File: config.mk
export PLATFORM = sky130hd
export DESIGN_NAME = contador_mod_param
export DESIGN_NICKNAME = d
export VERILOG_FILES = /design/src/rtl/contador_pkg.sv /design/src/rtl/contador_prescaler.sv /design/src/rtl/contador_mod_param.sv
export SDC_FILE = /design/constraint.sdc
export NUM_CORES = 1
export LEC_CHECK = 0
export CAP_MARGIN = 20
export CORE_AREA = 2 2 39 41
export CTS_BUF_LIST = sky130_fd_sc_hd__clkbuf_16
export CTS_CLUSTER_SIZE = 12
export DETAILED_ROUTE_END_ITERATION = 6
export DIE_AREA = 0 0 41 43
export GPL_ROUTABILITY_DRIVEN = 0
export HOLD_SLACK_MARGIN = 0.05
export PLACE_DENSITY = 0.55
export SLEW_MARGIN = 20
export SYNTH_ARGS = -nofsm -noshare
export SYNTH_HDL_FRONTEND = slang
export SYNTH_SLANG_ARGS = --single-unit
File: constraint.sdc
create_clock -name clk -period 1.55 [get_ports clk]
set_input_delay 0.31 -clock clk [delete_from_list [all_inputs] [get_ports clk]]
set_output_delay 0.31 -clock clk [all_outputs]
set_load 0.01 [all_outputs]
File: src/rtl/contador_pkg.sv
// contador_pkg: shared constants and helpers for the contador counter family
//   DIR_UP / DIR_DOWN : encodings of the up input
//   clog2             : bit width needed to hold 0..n-1, never less than 1
package contador_pkg;

   localparam logic DIR_UP   = 1'b1;
   localparam logic DIR_DOWN = 1'b0;

   // Floors at 1 so a PRESCALE of 1 still gets a legal one-bit register.
   function automatic int clog2(input int n);
      int r;
      r = 1;
      while ((1 << r) < n) r++;
      return r;
   endfunction

endpackage

File: src/rtl/contador_prescaler.sv
// contador_prescaler: divides enabled cycles by PRESCALE to produce a count tick
//   clk  in  clock, rising edge
//   rst  in  synchronous active-high reset, clears the phase
//   en   in  phase advances only while high, holds otherwise
//   clr  in  restarts the phase at 0 (used by parallel load)
//   tick out high on every PRESCALE-th enabled cycle
module contador_prescaler
   import contador_pkg::*;
#(
   parameter int PRESCALE = 1
) (
   input  logic clk,
   input  logic rst,
   input  logic en,
   input  logic clr,
   output logic tick
);

   if (PRESCALE < 1) begin : g_bad_prescale
      $error("contador_prescaler: PRESCALE must be >= 1");
   end

   localparam int PW = clog2(PRESCALE);
   localparam logic [PW-1:0] LAST = PW'(PRESCALE - 1);

   logic [PW-1:0] cnt_q, cnt_d;
   logic          last;

   // With PRESCALE=1 the phase sits at 0, last is constant 1 and tick reduces to en.
   assign last = cnt_q == LAST;
   assign tick = en && last;

   always_comb begin
      cnt_d = clr ? '0 : !en ? cnt_q : last ? '0 : cnt_q + 1'b1;
   end

   always_ff @(posedge clk) begin
      if (rst) cnt_q <= '0;
      else     cnt_q <= cnt_d;
   end

endmodule

File: src/rtl/contador_mod_param.sv
// contador_mod_param: parametrised modulo-N up/down counter with load, prescaler, tc and wrap
//   clk      in   clock, rising edge
//   rst      in   synchronous active-high reset
//   en       in   count enable (prescaler and counter hold while low)
//   up       in   direction, DIR_UP increments, DIR_DOWN decrements
//   load     in   parallel load strobe, beats stepping and ignores en
//   load_val in   value to load, clamped to MODULUS-1
//   q        out  registered count, always < MODULUS
//   tc       out  terminal count for the current direction (combinational)
//   wrap     out  registered one-cycle pulse after a step that wrapped
// Build option: define CONTADOR_SAT_EN for saturating mode (hold at terminal value, wrap stays 0).
module contador_mod_param
   import contador_pkg::*;
#(
   parameter int WIDTH    = 4,
   parameter int MODULUS  = 16,
   parameter int PRESCALE = 1
) (
   input  logic             clk,
   input  logic             rst,
   input  logic             en,
   input  logic             up,
   input  logic             load,
   input  logic [WIDTH-1:0] load_val,
   output logic [WIDTH-1:0] q,
   output logic             tc,
   output logic             wrap
);

   if (MODULUS < 2 || MODULUS > 2 ** WIDTH) begin : g_bad_modulus
      $error("contador_mod_param: MODULUS must be in 2..2**WIDTH");
   end

   localparam logic [WIDTH-1:0] MAX = WIDTH'(MODULUS - 1);

   logic [WIDTH-1:0] q_q, q_d, stepped;
   logic             wrap_q, wrap_d;
   logic             tick, at_top, at_bot, term;

   contador_prescaler #(.PRESCALE(PRESCALE)) u_prescaler (
      .clk (clk),
      .rst (rst),
      .en  (en),
      .clr (load),
      .tick(tick)
   );

   assign at_top = q_q == MAX;
   assign at_bot = q_q == '0;
   assign term   = (up == DIR_UP) ? at_top : at_bot;

   // Wrap against MODULUS explicitly so arithmetic never relies on 2**WIDTH rollover.
`ifdef CONTADOR_SAT_EN
   assign stepped = term ? q_q : (up == DIR_DOWN) ? q_q - 1'b1 : q_q + 1'b1;
`else
   assign stepped = (up == DIR_DOWN) ? (at_bot ? MAX : q_q - 1'b1)
                                     : (at_top ? '0 : q_q + 1'b1);
`endif

   always_comb begin
      q_d    = q_q;
      wrap_d = 1'b0;
      if (load) begin
         q_d = (load_val > MAX) ? MAX : load_val;
      end else if (tick) begin
         q_d = stepped;
`ifndef CONTADOR_SAT_EN
         wrap_d = term;
`endif
      end
   end

   always_ff @(posedge clk) begin
      if (rst) begin
         q_q    <= '0;
         wrap_q <= 1'b0;
      end else begin
         q_q    <= q_d;
         wrap_q <= wrap_d;
      end
   end

   assign q    = q_q;
   assign tc   = term;
   assign wrap = wrap_q;

endmodule

## Word-level counts from Yosys, hierarchy flattened

Cells that the tools add are included.

| cells by class | value |
|---|---|
| $add $sub $neg | 3 |
| order comparisons | 1 |
| equal/unequal tests | 1 |
| muxes and demuxes | 8 |
| bitwise gates (word level) | 2 |
| reduce and logical (&&, ||, !) cells | 5 |

Operators by type and width:

| operator | number |
|---|---|
| two-way mux 4 bit | 6 |
| adder 4 x 1 -> 4 bit, second input constant | 1 |
| equality test 4 bit, second input constant | 1 |
| > comparator 4 bit, second input constant | 1 |
| logical NOT 4 bit | 1 |
| subtractor 4 x 1 -> 4 bit, second input constant | 1 |
| OR reduction 3 bit | 1 |
| two-way mux 1 bit | 2 |
| inverter 1 bit | 2 |
| nonzero test 2 bit | 1 |
| OR reduction 2 bit | 1 |
| adder 1 bit, second input constant | 1 |
| logical AND 1 bit | 1 |

| storage, ports and cells | value |
|---|---|
| register bits after elaboration | 6 |
| input bits | 9 |
| output and inout port bits | 6 |

## Longest topological paths before layout

| logic depth | value |
|---|---|
| depth after elaboration | 5 |
| gate-level depth with buffers | 6 |
| mapped depth without buffers | 6 |

## Cells and area by module

From an unflattened synthesis, not the netlist that was laid out.

| second synthesis, totals | value |
|---|---|
| cell total of the unflattened synthesis | 48 |
| area, all modules | 384.1 µm² |

Modules (own cells, without submodules):

| module | times used | cells each | area an instance (µm²) | sequential area each (µm²) |
|---|---|---|---|---|
| contador_mod_param | 1 | 47 | 376.6 | 100.1 |
| contador_prescaler | 1 | 1 | 7.5 | 0.0 |

## Least setup slack after synthesis

Ideal clock, no wire load.

| path | value |
|---|---|
| kind | reg2reg |
| start | register q_q[0], in the netlist q[0] |
| end | register q_q[3], in the netlist q[3] |
| library setup time | 126 ps |
| arrival | 1253 ps |
| data required time | 1424 ps |
| slack | 171 ps |
| cell stages (with the launch flop) | 6 |
| path buffers | 0 |
| clock period less this slack | 1379 ps |
| cells stage by stage | dfxtp_1 -> inv_1 -> ha_1 -> o21bai_1 -> a221oi_2 -> o32ai_1 |

| on the way | value |
|---|---|
| cells in the longest elaborated chain, start to end | 5 |
| elaborated cells on any way between the ends | 9 |
| classes of those cells | 2 x add/sub; 1 x eq/ne; 5 x mux; 1 x reduce/logical |

RTL lines:

| item | RTL line | text |
|---|---|---|
| start, declared | contador_mod_param.sv:36 | `logic [WIDTH-1:0] q_q, q_d, stepped;` |
| start signal, assigned | contador_mod_param.sv:78 | `q_q <= q_d;` |
| subtractor 4 x 1 -> 4 bit (tied with other cells) | contador_mod_param.sv:56 | `assign stepped = (up == DIR_DOWN) ? (at_bot ? MAX : q_q - 1'b1)` |
| two-way mux 4 bit, on equally long branches | contador_mod_param.sv:56, contador_mod_param.sv:57 |  |
| two-way mux 4 bit * | contador_mod_param.sv:56 |  |
| two-way mux 4 bit * | contador_mod_param.sv:65 | `end else if (tick) begin` |
| two-way mux 4 bit * | contador_mod_param.sv:63 | `if (load) begin` |

Mark *: on every way between the ends. The rest lies on a longest branch, timed or not. The select of a mux whose other input is x is not followed.
A chain may end at the register's enable or synchronous reset.

## Worst setup path in the final report

| path | value |
|---|---|
| start | register q_q[0], in the netlist q[0] |
| end | output port tc |

| on the way | value |
|---|---|
| cells in the longest elaborated chain, start to end | 2 |
| elaborated cells on any way between the ends | 3 |
| classes of those cells | 1 x eq/ne; 1 x mux; 1 x reduce/logical |

RTL lines:

| item | RTL line | text |
|---|---|---|
| equality test 4 bit or logical NOT 4 bit (tied branches) | contador_mod_param.sv:48, contador_mod_param.sv:49 |  |
| two-way mux 1 bit * | contador_mod_param.sv:50 | `assign term = (up == DIR_UP) ? at_top : at_bot;` |
| end, declared | contador_mod_param.sv:26 | `output logic tc,` |

Mark *: on every way between the ends. The rest lies on a longest branch, timed or not.

==> flow_summary.json <==
{
  "cts_buffers": 3,
  "yosysSeqAreaShare_pct": 28.4,
  "setup_violations": 0,
  "core_sq_um": 1380,
  "reg2reg_to": "q[3]",
  "route.detailed.drc": 0,
  "final_net_count": 84,
  "crit_path_start_kind": "flop",
  "max_freq_mhz": 676,
  "cpLargestDelayFamily": "flip-flops",
  "power.leakage_nw": 0.358,
  "fin_crit_sh_pct": 95.4,
  "rr_worst_depth": 4,
  "r2r-start": "q[1]",
  "ys_types": 26,
  "core.rowCount": 14,
  "ios": 15,
  "cts_tree": "yes",
  "syn_avg_cell_area_sq_um": 8.40,
  "ys.flop_type": "dfxtp_1",
  "slew_headroom_pct": 85.3,
  "cp_cell_sequence": "inv_1 -> ha_4 -> nand2b_4 -> o31ai_4 -> buf_2",
  "hp-start": "q[3]",
  "antenna_found_initial": 0,
  "drive_gt1_share_pct": 37.5,
  "cp.required_ns": 1.24,
  "start_util_pct": 25.5,
  "holdBufCountCts": 0,
  "hp-class": "reg2reg",
  "synthCells": 42,
  "hold_viol": 0,
  "syn2layout_area_growth_pct": 103,
  "synth_edf_count": 0,
  "power.density_nw_per_um2": 1020,
  "htreeDepth": 1,
  "status": "complete, no violations",
  "arrival_ns": 1.17,
  "cap_violations": 0,
  "wirelength_microns": 888,
  "fin_cells": 88,
  "first_pass_iters": 3,
  "die_y_microns": 43,
  "fin_ws_ns": 0.0708,
  "vias_per_cell": 4.53,
  "synth.area.top_cells": "dfxtp_1 (28%), ha_1 (7.1%), a21oi_1 (5.7%), xnor2_1 (5.0%), a221oi_2 (4.3%)",
  "grt_pass1_vias": 372,
  "insertedDiodeCount": 0,
  "post-route-util_pct": 51.8,
  "path_class": "reg2out",
  "cp_max_fo": 5,
  "syn_area_sq_um": 353,
  "dpl.hpwl_microns": 730,
  "grt_usage_pct": 12.7,
  "routed.top_layer": "met4",
  "drtIter0Drc": 6,
  "critPathCaptureType": "output pin",
  "netlist_top_cells_count": "dfxtp_1 (5), a21oi_1 (4), inv_1 (3), nand2_1 (3), nor2_1 (3)",
  "clock-root-buffer": "clkbuf_16",
  "yosysMostFrequentCell": "dfxtp_1",
  "yosysTopAreaCell": "dfxtp_1",
  "met1_length_microns": 389,
  "async_reset_ff_share_pct": 0,
  "crit_buf_inv": 2,
  "vias": 399,
  "postCtsSetupBuffers": 0,
  "ir_drop_mv": 0.487,
  "min_path_cells": 2,
  "fin_setup_tns_ns": 0,
  "syn-num-nets": 53,
  "skew_ns": 0.00157,
  "clockBufferDepth": 2,
  "io_buffers": 14,
  "globalRoute.totalOverflow": 0,
  "die_width_microns": 41,
  "clock_sinks": 5,
  "slowest_delay_ns": 0.33,
  "drv_slew": 0,
  "synth-seq-cells": 5,
  "netlist.area_leader.share_pct": 28.4,
  "dpl.cell_count": 84,
  "drtAntennaViolNets": 0,
  "clk_latency_ns": 0.23,
  "max_slew.worst_pin.slew_ns": 0.219,
  "reg2reg_setup_slack_ns": 0.20,
  "final_cell_area_sq_um": 717,
  "rsz0062_at_grt": "no",
  "die_area_sq_um": 1760,
  "grt_start_max_net_pins": 9,
  "ys.warnings.count": 0,
  "placed_area_sq_um": 599,
  "met2_wirelength_microns": 403,
  "fin_crit_ns": 1.48,
  "dr_wl_met3_microns": 81,
  "dp_slack_ns": -0.488,
  "grt_pass1_wl_microns": 1440,
  "crit_slowest_cell": "dfxtp_2",
  "wire_per_inst_microns": 10.1,
  "clkTransAtPathRegs_ns": 0.03,
  "min_to": "q[3]"
}
==> layout make-up <==
type	instances	area, sq um
clock inverters	1	3.75
repair buffers	27	238
flip-flops and latches	5	105
clock buffers	3	75.1
inverters	3	11.3
fillers	126	667
multi-input cells	33	264
well taps	16	20.0
==> worst max path at each step <==
stage | to | from | slack [ns] | cells past startpoint
5_1_grt | tc | q[0] | 0.03 | 5
3_3_place_gp | tc | up | -0.48 | 4
2_1_floorplan | q[3] | q[0] | 0.17 | 5
6_report | tc | q[0] | 0.07 | 5
3_5_place_dp | tc | up | -0.49 | 4
4_1_cts | tc | q[0] | 0.0004 | 5
==> sequential cells by signal, summed over array words and instances (netlist names) <==
signal / flops
wrap: 1
q: 4
==> report_power, final <==
part / leakage (nW) / internal (mW) / switching, mW / total (mW)
logic: 0.274 / 0.0995 / 0.0629 / 0.162
registers: 0.0425 / 0.141 / 0.0128 / 0.153
clock network: 0.0423 / 0.334 / 0.0817 / 0.416
==> per-stage QoR <==
stage | hold WS [ns] | power (mW)
global route | 0.629 | 0.768
finish | 0.621 | 0.731
floorplan | 0.382 | 0.217
detailed placement | 0.621 | 0.306
CTS | 0.605 | 0.733
global placement | 0.626 | 0.306
==> layout by cell type, fill, tap and decap left out, drive strengths merged, types with 2 or more instances in the layout <==
cell and n:
clkbuf 3, clkdlybuf4s50 8, a21oi 4, xnor2 2
inv 4, dlymetal6s2s 2, nor2 3, o21ai 2
dfxtp 5, nand2 3, buf 14, dlygate4sd2 3
ha 2
==> tightest hold or removal path: cells and delay by family, from the launching register on <==
family / cells / cell delay, ns
flops: 1 / 0.34
compound gates: 2 / 0.22
==> logic make-up after synthesis <==
group / Yosys count / synth area share, %
flip-flops: 5 / 28.4
AND/OR/NAND/NOR: 14 / 22.0
AO/OA/AOI/OAI: 13 / 25.9
adder cells (fa/ha/maj): 2 / 7.09
multiplexers: 1 / 2.84
XOR/XNOR: 3 / 7.45
buffers and inverters: 4 / 6.38
==> metal layers <==
| metal | GRT usage [%] | up-vias |
|---|---|---|
| li1 | - | 211 |
| met1 | 15.1 | 173 |
| met2 | 18.1 | 13 |
| met3 | 6.28 | 2 |
| met4 | 6.00 | 0 |
| met5 | 0 | - |
==> repair_timing <==
| item | CTS | global route |
|---|---|---|
| gates resized for setup | 15 | 5 |
| setup endpoints to repair | 5 | 3 |
| pin swaps | 0 | 1 |
Note: power is estimated with default switching activity, not from simulation.
